## config.mk

```make
export PLATFORM = sky130hd
export DESIGN_NAME = load_store_unit
export DESIGN_NICKNAME = d
export VERILOG_FILES = /design/src/rtl/load_store_unit.sv
export SDC_FILE = /design/constraint.sdc
export NUM_CORES = 1
export LEC_CHECK = 0
export BUFFER_PORTS_ARGS = -buffer_cell sky130_fd_sc_hd__buf_2
export CORE_UTILIZATION = 51
export CTS_BUF_LIST = sky130_fd_sc_hd__clkbuf_4 sky130_fd_sc_hd__clkbuf_8 sky130_fd_sc_hd__clkbuf_16
export DETAILED_ROUTE_END_ITERATION = 16
export PLACE_DENSITY = 0.84
export REMOVE_ABC_BUFFERS = 1
export SYNTH_ARGS = -nofsm -noshare
export SYNTH_HDL_FRONTEND = slang
export SYNTH_SLANG_ARGS = --single-unit
```

## constraint.sdc

```tcl
create_clock -name clk -period 5.7 [get_ports clk]
set_clock_uncertainty 0.15 [all_clocks]
set_input_delay 0.855 -clock clk [delete_from_list [all_inputs] [get_ports clk]]
set_output_delay 0.855 -clock clk [all_outputs]
set_load 0.01 [all_outputs]
```

## src/rtl/load_store_unit.sv

```systemverilog
// MEM-stage load/store initiator for the byte-addressed 16-bit data memory.
// Define LSU_MISALIGN_SPLIT_EN to split misaligned word accesses into two byte accesses.
module load_store_unit #(
    parameter int RD_LATENCY = 1
) (
    input  logic        clk,
    input  logic        reset,
    input  logic        reqValid,
    output logic        reqReady,
    input  logic        reqWrite,
    input  logic [1:0]  reqSize,
    input  logic [15:0] reqAddr,
    input  logic [15:0] reqData,
    output logic        respValid,
    output logic [15:0] respData,
    output logic        respErr,
    output logic        busy,
    output logic        memWrEnable,
    output logic        memRdEnable,
    output logic [1:0]  memNumberOfByte,
    output logic [15:0] memAddress,
    output logic [15:0] memIn,
    input  logic [15:0] memOut
);

`ifdef LSU_MISALIGN_SPLIT_EN
    localparam bit SPLIT_EN = 1'b1;
`else
    localparam bit SPLIT_EN = 1'b0;
`endif

    localparam int CW = (RD_LATENCY > 1) ? $clog2(RD_LATENCY) : 1;
    localparam logic [CW-1:0] WAIT_INIT = CW'(RD_LATENCY - 1);

    typedef enum logic [2:0] {IDLE, ISSUE, WAIT, ISSUE_HI, WAIT_HI, RESP} state_t;

    state_t        state;
    logic          latWrite;
    logic          latErr;
    logic          latSplit;
    logic [15:0]   latAddr;
    logic [7:0]    latDataHi;
    logic [7:0]    loByte;
    logic [CW-1:0] waitCnt;

    logic misaligned;
    logic reqSplit;
    logic reqErr;

    assign misaligned = (reqSize == 2'b00) && reqAddr[0];
    assign reqSplit   = SPLIT_EN && misaligned;
    assign reqErr     = (reqSize == 2'b11) || (misaligned && !SPLIT_EN);

    // Every output is registered, so each transition also loads the values the next state presents.
    always_ff @(posedge clk or negedge reset) begin
        if (!reset) begin
            state           <= IDLE;
            reqReady        <= 1'b1;
            respValid       <= 1'b0;
            respData        <= 16'h0000;
            respErr         <= 1'b0;
            busy            <= 1'b0;
            memWrEnable     <= 1'b0;
            memRdEnable     <= 1'b0;
            memNumberOfByte <= 2'b00;
            memAddress      <= 16'h0000;
            memIn           <= 16'h0000;
            latWrite        <= 1'b0;
            latErr          <= 1'b0;
            latSplit        <= 1'b0;
            latAddr         <= 16'h0000;
            latDataHi       <= 8'h00;
            loByte          <= 8'h00;
            waitCnt         <= '0;
        end else begin
            case (state)
                IDLE: begin
                    if (reqValid && reqReady) begin
                        state     <= ISSUE;
                        reqReady  <= 1'b0;
                        busy      <= 1'b1;
                        latWrite  <= reqWrite;
                        latErr    <= reqErr;
                        latSplit  <= reqSplit;
                        latAddr   <= reqAddr;
                        latDataHi <= reqData[15:8];
                        if (!reqErr) begin
                            memAddress <= reqAddr;
                            if (reqWrite) begin
                                memWrEnable     <= 1'b1;
                                memIn           <= reqSplit ? {8'h00, reqData[7:0]} : reqData;
                                memNumberOfByte <= (reqSize == 2'b00 && !reqSplit) ? 2'b10 : 2'b00;
                            end else begin
                                memRdEnable     <= 1'b1;
                                memNumberOfByte <= reqSplit ? 2'b01 : reqSize;
                            end
                        end
                    end
                end
                ISSUE: begin
                    memWrEnable <= 1'b0;
                    memRdEnable <= 1'b0;
                    if (latErr) begin
                        state     <= RESP;
                        respValid <= 1'b1;
                        respErr   <= 1'b1;
                        respData  <= 16'h0000;
                    end else if (latWrite) begin
                        if (latSplit) begin
                            state           <= ISSUE_HI;
                            memWrEnable     <= 1'b1;
                            memAddress      <= latAddr + 16'd1;
                            memIn           <= {8'h00, latDataHi};
                            memNumberOfByte <= 2'b00;
                        end else begin
                            state     <= RESP;
                            respValid <= 1'b1;
                        end
                    end else begin
                        state   <= WAIT;
                        waitCnt <= WAIT_INIT;
                    end
                end
                WAIT: begin
                    if (waitCnt == '0) begin
                        if (latSplit) begin
                            state           <= ISSUE_HI;
                            loByte          <= memOut[7:0];
                            memRdEnable     <= 1'b1;
                            memAddress      <= latAddr + 16'd1;
                            memNumberOfByte <= 2'b01;
                        end else begin
                            state     <= RESP;
                            respValid <= 1'b1;
                            respData  <= memOut;
                        end
                    end else begin
                        waitCnt <= waitCnt - CW'(1);
                    end
                end
                ISSUE_HI: begin
                    memWrEnable <= 1'b0;
                    memRdEnable <= 1'b0;
                    if (latWrite) begin
                        state     <= RESP;
                        respValid <= 1'b1;
                    end else begin
                        state   <= WAIT_HI;
                        waitCnt <= WAIT_INIT;
                    end
                end
                WAIT_HI: begin
                    if (waitCnt == '0) begin
                        state     <= RESP;
                        respValid <= 1'b1;
                        respData  <= {memOut[7:0], loByte};
                    end else begin
                        waitCnt <= waitCnt - CW'(1);
                    end
                end
                RESP: begin
                    state     <= IDLE;
                    respValid <= 1'b0;
                    respErr   <= 1'b0;
                    respData  <= 16'h0000;
                    busy      <= 1'b0;
                    reqReady  <= 1'b1;
                end
                default: state <= IDLE;
            endcase
        end
    end

endmodule

```

==> reports/results.txt, run 1 <==
P&R area growth vs syn = 28.7%
Period minus WS final = 2470 ps
Final Cycle Share = 43.4%
full die area = 0.00551 mm²
Global Route Usage Sum = 20.5%
crit path to = memAddress[14]
Setup-failing EPs final = 0
Worst R2R Path Depth = 3
crit path cell chain = or3_4 > a2111o_1 > mux2_4
First-pass DRT Iterations = 4
most common cell after layout, fill and taps aside = buf_2
WP data arrival = 2530 ps
register bit total from synthesis = 62
Starting Density = 54.5%
post-synthesis compound-gate area fraction = 11.8%
die width = 74.2 µm
Die Y = 74.2 µm
mean routed wirelength per cell = 13.6 µm
total negative setup slack = 0 ps
Ports = 110
reg2reg setup slack = 3230 ps
fmax = 0.404 GHz
worst reg2reg path endpoint = memAddress[14]
H-tree Lvls = 3
post-CTS setup repair buffer count = 0
max_cap viols = 0
FP Rows = 25
slowest CP cell = a2111o_1
total CTS buffers = 9
Placement Cell Area = 0.00325 mm²
Setup CP Type = reg2reg
Worst Max-Slew Pin Slew = 1000 ps
Gate Count Post-Synth = 222
RSZ-0062 raised after global routing = no
Lkg Pwr = 1.87 nW
IR drop worst, VDD = 0.138 mV
Vias/cell = 5.13
mux share of post-synthesis cell area = 16.1%
Rel. slew slack = 33.3%
crit-path max cell delay = 700 ps
Crit Path Max Fanout = 21
most frequent cells in the layout = buf_2 (109), dfrtp_1 (61), nand2_1 (31)
Critical Path Source = state[0]
vias = 2078
routed wire length = 5500 µm
GP Congestion = 0.860
clock root buffer = clkbuf_8
CP Launch Type = flop
antenna violations before repair = 0
HPWL Detailed = 3870 µm
clock buffer depth = 2
layout cells sized above 1 = 49.1%
HP Class = reg2reg
synth warn = 0
Critical Path Sink Type = flop
number of port buffers = 109
clk_lat worst skew = 330 ps
outcome = finished clean
largest family of logic cells by synthesized area = multiplexers
Synth Area in Simple Gates = 10.5%
CTS Hold Buffers Added = 0
diodes inserted = 0
Core ar. = 0.00488 mm²
fin. max-slew vios = 0
finished layout cell area = 0.00342 mm²
CTS tree = built
vias in the first global route = 1867
Post-Syn Area = 0.00266 mm²
hold wc startpoint = respData[0]
r2r startpoint = state[0]
CP Data Required Time = 5750 ps
total power = 0.808 mW
CTS resizes = 0
nets@finish = 387
Worst-path clk slew = 70 ps
total gr overflow = 0
Power per Cell Area = 236 mW/mm²
register area share after synthesis = 58.3%
first-pass GRT wire length = 8350 µm
# DRC = 0
pin count of the biggest net entering global routing = 63
FILL cells = 367
synthesized area per cell = 12.0 µm²
area share of xor/xnor cells in the synthesized design = 0%
CTS sink count = 62
Final Hold Fails = 0
initial DRC count = 37
Netlist cell types = 30
Routed Antenna Nets = 0
adder-cell share of the synthesized area = 0%
[cells by family (layout without fill, tap and decap cells)]
group	Yosys count	in the layout
flops	62	62
buf+inv	17	133
compound gates	53	53
simple gates	57	57
mux	33	33
[worst max-delay path, delay by kind of cell (launching register included)]
kind / cells / cell delay, ps
DFF: 1 / 570
AOI/OAI and AO/OA: 1 / 700
muxes: 1 / 450
and+or+nand+nor: 1 / 470
[synthesized netlist by cell type, drive strengths merged]
cell type,instances,area (µm²)
mux2,33,428
or3,1,11.3
nor2,11,48.8
and3,1,6.26
a21o,1,7.51
a22oi,9,67.6
nor3,3,15.0
dfstp,1,26.3
nand3,1,17.5
o21a,3,22.5
nor3b,2,15.0
inv,6,22.5
clkbuf,6,22.5
nor4b,1,8.76
buf,5,43.8
a2111o,1,11.3
and3b,1,8.76
nand2,31,116
nor2b,3,18.8
o21ai,22,110
o22ai,1,6.26
a21oi,13,65.1
a211oi,1,7.51
a31oi,1,6.26
nand2b,2,12.5
dfrtp,61,1530
a41oi,1,8.76
[worst min-delay path by stage]
| stage | end | cells past startpoint |
|---|---|---|
| after floorplan | memNumberOfByte[0] | 2 |
| after global placement | respData[0] | 2 |
| after detailed placement | respData[8] | 2 |
| after CTS | respData[8] | 2 |
| after global routing | respData[0] | 2 |
| final | respData[0] | 2 |
[layout make-up]
cell class	instances	area, µm²	share of cell area [%]
Tap cell	67	83.8	2.45
Clock buffer	12	153	4.46
Multi-Input combinational cell	143	1030	30.1
Clock inverter	4	22.5	0.658
Inverter	6	22.5	0.658
Timing Repair Buffer	111	561	16.4
Sequential cell	62	1550	45.3
[through the flow]
step	util (%)	worst slack, ps	hold slack [ps]	cells
after CTS	70.2	3230	330	405
final	70.2	3230	331	405
after detailed placement	66.6	2900	314	389
after global routing	70.2	3140	353	405
after floorplan	-	2810	366	211
after global placement	66.6	2990	310	389
[per-layer routing]
layer | GRT usage [%] | up-vias | routed length, µm
met3 | 7.45 | 8 | 456
met4 | 8.18 | 0 | 71
li1 | - | 997 | -
met1 | 24.1 | 988 | 2400
met5 | 0 | - | 0
met2 | 34.2 | 85 | 2580
[flip-flops by register name, summed over array words and instances, names as in the netlist]
register,cells
busy,1
latErr,1
latWrite,1
memAddress,16
memIn,16
memNumberOfByte,2
memRdEnable,1
memWrEnable,1
reqReady,1
respData,16
respErr,1
respValid,1
state,3
waitCnt,1
[power breakdown]
group          leakage [nW]  internal (mW)  switching [mW]
logic                  1.01         0.0145          0.0166
registers             0.774          0.440               0
clock network        0.0930          0.177           0.160
total                  1.87          0.632           0.176
Note: power is estimated with default switching activity, not from simulation.
==> run 2: changes to the inputs <==
--- a/config.mk
+++ b/config.mk
@@ -6,10 +6,10 @@
 export NUM_CORES = 1
 export LEC_CHECK = 0
 export BUFFER_PORTS_ARGS = -buffer_cell sky130_fd_sc_hd__buf_2
-export CORE_UTILIZATION = 51
+export CORE_UTILIZATION = 43
 export CTS_BUF_LIST = sky130_fd_sc_hd__clkbuf_4 sky130_fd_sc_hd__clkbuf_8 sky130_fd_sc_hd__clkbuf_16
 export DETAILED_ROUTE_END_ITERATION = 16
-export PLACE_DENSITY = 0.84
+export PLACE_DENSITY = 0.76
 export REMOVE_ABC_BUFFERS = 1
 export SYNTH_ARGS = -nofsm -noshare
 export SYNTH_HDL_FRONTEND = slang
==> constraint.sdc (replaced) <==
create_clock -name clk -period 2.2 [get_ports clk]
set_clock_uncertainty 0.15 [all_clocks]
set_input_delay 0.33 -clock clk [delete_from_list [all_inputs] [get_ports clk]]
set_output_delay 0.33 -clock clk [all_outputs]
set_load 0.01 [all_outputs]
==> reports/results.txt, run 2 (synthesized netlist as in run 1, its figures left out) <==
RSZ-0062 raised after global routing = no (unchanged)
layout cells sized above 1 = 49.7% (was 49.1%)
total gr overflow = 0 (unchanged)
Gate power share = 4.1% (was 3.8%)
HPWL Detailed = 4010 µm (was 3870 µm)
slowest CP cell = dfrtp_1 (was a2111o_1)
Final Cycle Share = 92.2% (was 43.4%)
total power = 2.06 mW (was 0.808 mW)
Largest regs = memAddress x16, memIn x16, respData x16 (unchanged)
Worst R2R Path Depth = 4 (was 3)
Switching Fraction = 21.1% (was 21.8%)
die width = 80.7 µm (was 74.2 µm)
Crit Path Max Fanout = 21 (unchanged)
Final Hold Fails = 0 (unchanged)
fmax = 0.493 GHz (was 0.404 GHz)
internal power = 1.63 mW (was 0.632 mW)
mean routed wirelength per cell = 13.9 µm (was 13.6 µm)
routed wire length = 5800 µm (was 5500 µm)
Lkg Pwr = 1.92 nW (was 1.87 nW)
total negative setup slack = 0 ps (unchanged)
total CTS buffers = 9 (unchanged)
vias = 2095 (was 2078)
PnR worst setup slack = 171 ps (was 3230 ps)
power share of the clock group = 40.6% (was 41.7%)
Flop pwr share = 55.3% (was 54.5%)
clock buffer depth = 2 (unchanged)
most common cell after layout, fill and taps aside = buf_2 (unchanged)
CTS sink count = 62 (unchanged)
H-tree Lvls = 3 (unchanged)
Routed Antenna Nets = 0 (unchanged)
CP Data Required Time = 2270 ps (was 5750 ps)
diodes inserted = 0 (unchanged)
Critical Path Sink Type = flop (unchanged)
Power per Cell Area = 587 mW/mm² (was 236 mW/mm²)
crit-path max cell delay = 450 ps (was 700 ps)
FP Rows = 28 (was 25)
# DRC = 0 (unchanged)
WP data arrival = 2090 ps (was 2530 ps)
Setup CP Type = reg2reg (unchanged)
nets@finish = 394 (was 387)
Vias/cell = 5.02 (was 5.13)
fin. max-slew vios = 0 (unchanged)
outcome = finished clean (unchanged)
full die area = 0.00651 mm² (was 0.00551 mm²)
Setup-failing EPs final = 0 (unchanged)
initial DRC count = 53 (was 37)
Critical Path Source = state[1] (was state[0])
most frequent cells in the layout = buf_2 (109), dfrtp_1 (61), nand2_1 (31) (unchanged)
vias in the first global route = 1861 (was 1867)
CP delay by family, top = flip-flops (was compound AO/OA/AOI/OAI gates)
P&R area growth vs syn = 32.1% (was 28.7%)
Rel. slew slack = 49.0% (was 33.3%)
CP Depth = 4 (was 3)
Die Y = 80.7 µm (was 74.2 µm)
Worst Max-Slew Pin Slew = 764 ps (was 1000 ps)
IR drop worst, VDD = 0.286 mV (was 0.138 mV)
Ports = 110 (unchanged)
finished layout cell area = 0.00351 mm² (was 0.00342 mm²)
FILL cells = 486 (was 367)
Placement Cell Area = 0.00332 mm² (was 0.00325 mm²)
antenna violations before repair = 0 (unchanged)
pin count of the biggest net entering global routing = 41 (was 63)
pre-CTS setup slack = 82.6 ps (was 2900 ps)
CTS tree = built (unchanged)
Period minus WS final = 2030 ps (was 2470 ps)
r2r startpoint = state[1] (was state[0])
Starting Density = 44.7% (was 54.5%)
worst reg2reg path endpoint = memAddress[2] (was memAddress[14])
clock root buffer = clkbuf_8 (unchanged)
crit path to = memAddress[2] (was memAddress[14])
reg2reg setup slack = 170 ps (was 3230 ps)
number of port buffers = 109 (unchanged)
WP buf/inv = 1 (was 0)
GP Congestion = 0.848 (was 0.860)
first-pass GRT wire length = 8690 µm (was 8350 µm)
Worst-path clk slew = 60 ps (was 70 ps)
Global Route Usage Sum = 18.4% (was 20.5%)
Psw = 0.434 mW (was 0.176 mW)
First-pass DRT Iterations = 4 (unchanged)
crit path cell chain = or3_4 > a2111o_1 > buf_4 > mux2_4 (was or3_4 > a2111o_1 > mux2_4)
CP Launch Type = flop (unchanged)
clk_lat worst skew = 330 ps (about the same)
HP Class = in2reg (was reg2reg)
Core ar. = 0.00596 mm² (was 0.00488 mm²)
max_cap viols = 0 (unchanged)
## run 2: how the worst min path moves through the flow
stage	startpoint	endpoint	slack [ps]	cells past startpoint
after CTS	reqData[14]	memIn[14]	50	2
after global routing	reqAddr[6]	memAddress[6]	60	2
after global placement	reset	memIn[3]	180	1
after floorplan	reset	busy	-120	0
after detailed placement	reset	memIn[3]	200	1
final	reqData[14]	memIn[14]	70	2
## run 2: metrics by stage
step	cells	hold WS, ps	utilization, %
after CTS	416	53.4	58.6
final	417	72.3	59.0
after global routing	417	55.5	59.0
after detailed placement	402	197	55.7
after global placement	402	183	55.7
after floorplan	211	-116	-
## run 2: repair_timing
action,CTS,global route
hold endpoints to repair,22,0
hold buffers,1,0
gates resized for setup,0,2
setup buffers,0,0
endpoints found under the setup margin,0,16
## run 2: power groups by stage
stage / clock network, mW / registers, mW / logic (mW)
6_report: 0.837 / 1.14 / 0.0844
5_1_grt: 0.931 / 1.14 / 0.0965
4_1_cts: 0.871 / 1.14 / 0.0873
3_5_place_dp: 0 / 1.16 / 0.0855
3_3_place_gp: 0 / 1.16 / 0.0835
2_1_floorplan: 0 / 1.16 / 0.00660
## run 2: metal layers
metal / track usage (%) / wire length, µm / vias to the layer above / part of all wire (%)
met3: 5.57 / 510 / 11 / 8.8
met2: 26.9 / 2640 / 98 / 45
met5: 0 / 0 / - / 0
met4: 12.0 / 130 / 0 / 2.2
met1: 23.3 / 2520 / 975 / 44
li1: - / - / 1011 / -
## run 2: worst register-to-register path, stage by stage (launching register included)
cell and delay (ps):
dfrtp_1 450, or3_4 440, a2111o_1 290, buf_4 240
mux2_4 340
## run 2: layout make-up
class                   instances  area (µm²)  share of cell area [%]
clock buffers                  11         151                    4.31
clock inverters                 2        10.0                   0.285
inverters                       6        22.5                   0.641
multi-input cells             144        1060                    30.3
flip-flops and latches         62        1550                    44.2
well taps                      75        93.8                    2.67
repair buffers                117         621                    17.7
==> run 3: changes to the inputs <==
--- a/config.mk
+++ b/config.mk
@@ -10,7 +10,6 @@
 export CTS_BUF_LIST = sky130_fd_sc_hd__clkbuf_4 sky130_fd_sc_hd__clkbuf_8 sky130_fd_sc_hd__clkbuf_16
 export DETAILED_ROUTE_END_ITERATION = 16
 export PLACE_DENSITY = 0.76
-export REMOVE_ABC_BUFFERS = 1
 export SYNTH_ARGS = -nofsm -noshare
 export SYNTH_HDL_FRONTEND = slang
 export SYNTH_SLANG_ARGS = --single-unit
==> reports/results.txt, run 3 (synthesized netlist as in run 1, its figures left out) <==
CTS Hold Buffers Added = 1 (unchanged)
vias in the first global route = 2017 (was 1861)
most frequent cells in the layout = buf_2 (109), dfrtp_1 (61), nand2_1 (31) (unchanged)
Setup-failing EPs final = 0 (unchanged)
HP Class = in2reg (unchanged)
CTS tree = built (unchanged)
H-tree Lvls = 3 (unchanged)
Placement Cell Area = 0.00332 mm² (unchanged)
clock buffer depth = 2 (unchanged)
outcome = finished clean (unchanged)
footprint of the multi-input gates = 0.00103 mm² (was 0.00106 mm²)
max_cap viols = 0 (unchanged)
diodes inserted = 0 (unchanged)
total gr overflow = 0 (unchanged)
Worst-path clk slew = 70 ps (was 60 ps)
total power = 2.22 mW (was 2.06 mW)
Rel. slew slack = 77.9% (was 49.0%)
crit-path max cell delay = 410 ps (was 450 ps)
FILL cells = 501 (was 486)
# DRC = 0 (unchanged)
nets@finish = 394 (unchanged)
FP Rows = 28 (unchanged)
Worst Hold Slack = 75.6 ps (was 72.3 ps)
pin count of the biggest net entering global routing = 63 (was 41)
HPWL Detailed = 4250 µm (was 4010 µm)
total negative setup slack = 0 ps (unchanged)
Final Hold Fails = 0 (unchanged)
Lkg Pwr = 1.92 nW (about the same)
mean routed wirelength per cell = 14.4 µm (was 13.9 µm)
Critical Path Source = state[1] (unchanged)
Starting Density = 44.7% (unchanged)
Power per Cell Area = 629 mW/mm² (was 587 mW/mm²)
P&R area growth vs syn = 32.5% (was 32.1%)
Period minus WS final = 1930 ps (was 2030 ps)
Reg area = 0.00155 mm² (unchanged)
vias = 2101 (was 2095)
Critical Path Sink Type = flop (unchanged)
total CTS buffers = 9 (unchanged)
antenna violations before repair = 0 (unchanged)
fin. max-slew vios = 0 (unchanged)
clock root buffer = clkbuf_8 (unchanged)
finished layout cell area = 0.00353 mm² (was 0.00351 mm²)
Final Cycle Share = 87.7% (was 92.2%)
most common cell after layout, fill and taps aside = buf_2 (unchanged)
Worst Max-Slew Pin Slew = 327 ps (was 764 ps)
full die area = 0.00651 mm² (unchanged)
syn_nets = 276
IR drop worst, VDD = 0.422 mV (was 0.286 mV)
die width = 80.7 µm (unchanged)
Ports = 110 (unchanged)
RSZ-0062 raised after global routing = no (unchanged)
Core ar. = 0.00596 mm² (unchanged)
Largest regs = memAddress x16, memIn x16, respData x16 (unchanged)
r2r startpoint = state[1] (unchanged)
Crit Path Max Fanout = 21 (unchanged)
CP delay by family, top = simple AND/OR/NAND/NOR gates (was flip-flops)
Routed Antenna Nets = 0 (unchanged)
GP Congestion = 0.809 (was 0.848)
First-pass DRT Iterations = 4 (unchanged)
post-CTS setup repair buffer count = 0 (unchanged)
Vias/cell = 5.00 (was 5.02)
WP data arrival = 1990 ps (was 2090 ps)
CTS resizes = 0 (unchanged)
clk_lat worst skew = 330 ps (about the same)
routed wire length = 6030 µm (was 5800 µm)
CP Data Required Time = 2260 ps (was 2270 ps)
CTS sink count = 62 (unchanged)
fmax = 0.518 GHz (was 0.493 GHz)
first-pass GRT wire length = 9320 µm (was 8690 µm)
hold wc startpoint = reqData[5] (was reqData[14])
CP Launch Type = flop (unchanged)
crit path cell chain = or3_4 > a2111o_1 > buf_4 > mux2_4 (unchanged)
Setup CP Type = reg2reg (unchanged)
Global Route Usage Sum = 19.3% (was 18.4%)
initial DRC count = 45 (was 53)
slowest CP cell = or3_4 (was dfrtp_1)
Die Y = 80.7 µm (unchanged)
layout cells sized above 1 = 49.9% (was 49.7%)
WP buf/inv = 1 (unchanged)
number of port buffers = 109 (unchanged)
run 3: cell types whose count changed in the layout (fill, tap and decap cells not counted), sizes merged:
cell,previous run,this run
buf,116,117
clkinvlp,0,1
clkbuf,11,10
clkinv,2,4
bufinv,0,1
a211oi,2,1
run 3: layout make-up:
class,count,area share [%]
clock inverter,6,1.74
multi-input combinational,143,29.2
sequential,62,44.0
tap,75,2.66
inverter,6,0.639
clock buffer,10,3.90
timing repair buffer,118,17.8
run 3: through the flow:
stage / util, % / instances / setup slack, ps
detailed placement: 55.7 / 403 / 275
finish: 59.2 / 420 / 270
global route: 59.2 / 420 / 199
global placement: 55.7 / 403 / 322
floorplan: - / 222 / 203
CTS: 59.2 / 420 / 262
run 3: path summary, 6_finish.rpt:
check | end | slack, ps | depth (start not counted)
max | memAddress[12] | 270 | 4
min | memIn[5] | 80 | 2
min reg2reg | respData[1] | 330 | 2
max in group asynchronous | reqReady | 1200 | 3
min in group asynchronous | memIn[9] | 380 | 3
max reg2reg | memAddress[12] | 270 | 4
run 3: routing by layer:
layer	up-vias	GRT usage [%]	share of wire, %
li1	1010	-	-
met1	1013	23.4	44
met5	-	0	0
met3	4	5.68	6.2
met4	0	6.96	0.85
met2	74	32.5	49
run 3: power breakdown:
group	leakage, nW	switching (mW)	total, mW	internal (mW)
clock network	0.102	0.444	0.993	0.550
registers	0.774	0	1.14	1.14
logic	1.05	0.0446	0.0859	0.0413
total	1.92	0.488	2.22	1.73
